===== src/rtl/l1_dcache.sv =====
// Direct-mapped, write-through, no-write-allocate L1 data cache with a word-serial refill FSM.
// Optional hit/miss counters are compiled in when DCACHE_STATS_EN is defined.
module l1_dcache #(
  parameter int ADDR_W      = 10,
  parameter int SETS        = 16,
  parameter int BLOCK_WORDS = 4
) (
  input  logic              clock,
  input  logic              reset,
  input  logic              cpu_ren,
  input  logic              cpu_wen,
  input  logic [ADDR_W-1:0] cpu_addr,
  input  logic [31:0]       cpu_din,
  output logic [31:0]       cpu_dout,
  output logic              stall,
  output logic              mem_ren,
  output logic              mem_wen,
  output logic [ADDR_W-1:0] mem_addr,
  output logic [31:0]       mem_din,
  input  logic [31:0]       mem_dout
`ifdef DCACHE_STATS_EN
  ,
  output logic [31:0]       hit_count,
  output logic [31:0]       miss_count
`endif
);

  localparam int OFF_W = $clog2(BLOCK_WORDS);
  localparam int IDX_W = $clog2(SETS);
  localparam int TAG_W = ADDR_W - OFF_W - IDX_W;
  localparam int K_W   = (OFF_W < 2) ? 2 : OFF_W;
  localparam int LW_W  = IDX_W + OFF_W;

  typedef enum logic {IDLE = 1'b0, FILL = 1'b1} state_t;

  state_t            state_q;
  logic [K_W-1:0]    k_q;
  logic [SETS-1:0]   valid_q;
  logic [TAG_W-1:0]  fill_tag_q;
  logic [IDX_W-1:0]  fill_idx_q;
  logic [TAG_W-1:0]  tag_q  [SETS];
  logic [31:0]       data_q [SETS*BLOCK_WORDS];

  logic [TAG_W-1:0]  req_tag;
  logic [IDX_W-1:0]  req_idx;
  logic [OFF_W-1:0]  req_off;
  logic              hit, load, idle, miss_start, fill_last;
  logic [LW_W-1:0]   fill_word;

  assign {req_tag, req_idx, req_off} = cpu_addr;
  assign hit        = valid_q[req_idx] && (tag_q[req_idx] == req_tag);
  assign load       = cpu_ren && !cpu_wen;
  assign idle       = (state_q == IDLE);
  assign miss_start = idle && load && !hit;
  assign fill_last  = (state_q == FILL) && (k_q == K_W'(BLOCK_WORDS - 1));
  assign fill_word  = {fill_idx_q, k_q[OFF_W-1:0]};

  // Outputs are combinational but forced to zero whenever reset is held low.
  always_comb begin
    stall    = 1'b0;
    mem_ren  = 1'b0;
    mem_wen  = 1'b0;
    mem_addr = '0;
    mem_din  = '0;
    cpu_dout = '0;
    if (reset) begin
      if (!idle) begin
        stall    = 1'b1;
        mem_ren  = 1'b1;
        mem_addr = {fill_tag_q, fill_idx_q, k_q[OFF_W-1:0]};
      end else if (cpu_wen) begin
        mem_wen  = 1'b1;
        mem_addr = cpu_addr;
        mem_din  = cpu_din;
      end else if (cpu_ren) begin
        if (hit) cpu_dout = data_q[{req_idx, req_off}];
        else     stall    = 1'b1;
      end
    end
  end

  // Fill address is latched at the miss so a request change cannot redirect the refill.
  always_ff @(posedge clock or negedge reset) begin
    if (!reset) begin
      state_q    <= IDLE;
      k_q        <= '0;
      valid_q    <= '0;
      fill_tag_q <= '0;
      fill_idx_q <= '0;
    end else begin
      case (state_q)
        IDLE: begin
          if (miss_start) begin
            state_q    <= FILL;
            k_q        <= '0;
            fill_tag_q <= req_tag;
            fill_idx_q <= req_idx;
          end
        end
        FILL: begin
          k_q <= k_q + K_W'(1);
          if (fill_last) begin
            state_q             <= IDLE;
            k_q                 <= '0;
            valid_q[fill_idx_q] <= 1'b1;
          end
        end
        default: state_q <= IDLE;
      endcase
    end
  end

  // Tag and data arrays carry no reset; the valid bits alone qualify them.
  always_ff @(posedge clock) begin
    if (state_q == FILL) begin
      data_q[fill_word] <= mem_dout;
      if (fill_last) tag_q[fill_idx_q] <= fill_tag_q;
    end else if (reset && cpu_wen && hit) begin
      data_q[{req_idx, req_off}] <= cpu_din;
    end
  end

`ifdef DCACHE_STATS_EN
  logic [31:0] hit_q, miss_q;

  always_ff @(posedge clock or negedge reset) begin
    if (!reset) begin
      hit_q  <= '0;
      miss_q <= '0;
    end else begin
      if (load && !stall) hit_q  <= hit_q + 32'd1;
      if (miss_start)     miss_q <= miss_q + 32'd1;
    end
  end

  assign hit_count  = hit_q;
  assign miss_count = miss_q;
`endif

endmodule


===== config.mk =====
export PLATFORM = sky130hd
export DESIGN_NAME = l1_dcache
export DESIGN_NICKNAME = d
export VERILOG_FILES = /design/src/rtl/l1_dcache.sv
export SDC_FILE = /design/constraint.sdc
export NUM_CORES = 2
export LEC_CHECK = 0
export ABC_AREA = 0
export CORE_ASPECT_RATIO = 0.5
export CORE_MARGIN = 2
export CORE_UTILIZATION = 49
export CTS_CLUSTER_SIZE = 24
export DETAILED_ROUTE_END_ITERATION = 12
export PLACE_DENSITY = 0.67
export SYNTH_ARGS = -nofsm -noshare
export SYNTH_HDL_FRONTEND = slang
export SYNTH_SLANG_ARGS = --single-unit

===== constraint.sdc =====
create_clock -name clock -period 10.4 [get_ports clock]
set_clock_uncertainty 0.05 [all_clocks]
set_input_delay 1.56 -clock clock [delete_from_list [all_inputs] [get_ports clock]]
set_output_delay 1.56 -clock clock [all_outputs]
set_load 0.005 [all_outputs]

==> metrics.cfg <==
[hold_path]
hold_path_class = reg -> reg

[route]
finalWirelength_mm = 211
drt-initial-drc-count = 5789
route.detailed.wl_per_inst_um = 34.7
ant_nets = 0
via_count = 39282
drt_first_pass_iters = 5
drt-vias-per-instance = 6.45
drc = 0

[sta]
setup-tns-final_ns = 0
worstMarginPinSlew_ns = 1.31
timing.fmax_ghz = 0.137
timing.final.setup_violations = 0
rsz0062_at_grt = no
hold_violations = 0
slew_violations = 0
period_needed_ns = 7.32
fin_crit_sh_pct = 70.4
slew_headroom_pct = 13.0

[global_route]
grt_pass1_vias = 38766
grt_max_degree = 155
antenna_found_initial = 14
grt_remaining_overflow = 0
track_usage_pct = 24.7
grt_first_pass_wirelength_mm = 296

[floorplanning]
coreArea_mm2 = 0.168
rows = 106
die_h_um = 295
io_pins = 155
initial_core_util_pct = 49.5
fp.dieW_um = 586
die_area_mm2 = 0.173

[clock_tree]
ctsResizeCount = 0
cts_max_level = 4
cts_made_buffers = 183
clk_pin_slew_ns = 0.06
cts_setup_buffers = 0
clk_path_buf_depth = 3
cts.sinks = 2139
ctsHoldBuffers = 0
root_buffer = clkbuf_16
worstSkewPairLatency_ns = 0.81
cts_tree = yes

[logic_synthesis]
synth-main-ff-cell = edfxtp_1
netlist_area_mm2 = 0.0831
synth_cells = 3412
avgSynthCellArea_um2 = 24.3
syn_nets = 3491
async_flop_share_pct = 1.26
ys_seq_elements = 2139
ys_types = 51
yosysSeqAreaShare_pct = 77.2
synth-warning-count = 0
synth_edf_count = 2112

[setup_path]
arrival_ns = 5.71
cp-start-kind = input pin
crit_type = in -> out
cp.required_ns = 8.79
end_kind = output pin
critPathMaxFanout = 58

[placement]
place.gp.congestion = 0.881
dpl.hpwl_mm = 114
portBuffers = 154

[job]
maxCapViolations = 0

[cells_and_area]
area_delta_synth_final_pct = 13.4
layout-drive-gt1-share_pct = 31.3
fin_util_pct = 56.2
finalNetCount = 3754

[pwr]
power_density_mw_per_mm2 = 197
vdd_drop_max_mv = 0.147
leakagePower_nw = 28.8

[status]
status = complete, no violations

sequential cells by signal (all words and copies together) (netlist names):
signal / cells
data_q: 2048
tag_q: 64
valid_q: 16
fill_idx_q: 4
fill_tag_q: 4
k_q: 2
state_q: 1
cell usage after synthesis, drive strengths merged, types with 19 or more instances:
master	n	area (um2)
edfxtp	2112	63400
mux4	682	15400
clkbuf	102	383
buf	88	467
nand2	74	280
o31ai	64	480
mux2	54	634
and2	35	219
nor2b	35	219
nor2	33	124
dfrtp	27	676
or2	19	119
final timing paths:
check,start,to,slack (ns),cells after the start
max in group asynchronous,reset,k_q[0],8.86,2
hold / removal,valid_q[11],valid_q[11],0.41,1
setup reg to reg,state_q,data_q[12][4],5.49,6
min in group asynchronous,reset,fill_tag_q[2],1.10,2
hold reg to reg,valid_q[11],valid_q[11],0.41,1
setup / recovery,cpu_addr[3],cpu_dout[8],3.08,7
metal layers:
| metal | up-vias | part of all wire [%] | GRT usage (%) |
|---|---|---|---|
| met5 | - | 0.0061 | 0 |
| met4 | 2 | 1.9 | 5.58 |
| met3 | 267 | 12 | 6.84 |
| met2 | 2243 | 45 | 36.5 |
| met1 | 21452 | 40 | 37.1 |
| li1 | 15318 | - | - |
cell usage in the layout, fill, tap and decap left out, types with 7 or more instances in the layout:
cell	synthesis	final
nand2b_1	8	8
buf_12	0	10
mux2_2	47	47
bufinv_16	0	13
and2_1	35	35
a22o_1	12	12
o31ai_4	0	64
mux4_2	679	679
nor2b_1	35	35
nand2_1	73	73
clkbuf_1	102	45
edfxtp_1	2112	2112
clkbuf_16	0	185
or2_2	19	19
clkinv_2	0	33
mux2_4	7	7
buf_4	1	105
dfrtp_1	27	27
mux2i_1	12	12
clkinv_1	0	40
nor2_1	33	33
clkdlybuf4s50_1	0	148
report_power, final:
| part | internal [W] | switching, W |
|---|---|---|
| Clock | 0.00362 | 0.00303 |
| Sequential | 0.00992 | 0.000160 |
| Combinational | 0.000635 | 0.00116 |
| Total | 0.0142 | 0.00435 |
metrics by stage:
step	area [um2]	hold WS, ns	setup WS (ns)	cells	total power (W)
3_5_place_dp	88500	0.400	2.99	5758	0.0120
4_1_cts	94200	0.415	2.98	6091	0.0186
2_1_floorplan	83100	0.384	4.07	3412	0.0112
3_3_place_gp	88500	0.395	3.03	5758	0.0120
5_1_grt	94200	0.421	2.84	6091	0.0190
6_report	94200	0.411	3.08	6093	0.0185
critical path, stage by stage:
cell             delay, ns
buf_8                 0.56
buf_4                 0.85
buf_4                 0.66
mux4_2                0.68
mux4_2                0.58
nor2b_1               0.18
clkdlybuf4s50_1       0.47
kinds of logic (layout without fill, tap and decap cells):
family,Yosys count,after routing,synth area share [%]
AOI/OAI and AO/OA,106,106,0.963
xor gates and xnor gates,3,3,0.0316
adders and majority gates,1,1,0.0151
buffers and inverters,192,603,1.03
DFF,2139,2139,77.2
muxes,748,748,19.4
other,0,2,0
and+or+nand+nor,223,223,1.37
cell type report:
| cell class | count | area (um2) |
|---|---|---|
| antenna | 2 | 5.00 |
| fill | 11984 | 73600 |
| sequential | 2139 | 64100 |
| inverter | 2 | 7.51 |
| timing repair buffer | 268 | 2530 |
| clock buffer | 234 | 4850 |
| tap | 2268 | 2840 |
| multi-input combinational | 1081 | 19000 |
| clock inverter | 99 | 861 |
No activity file was read; power rests on OpenSTA's default activity.
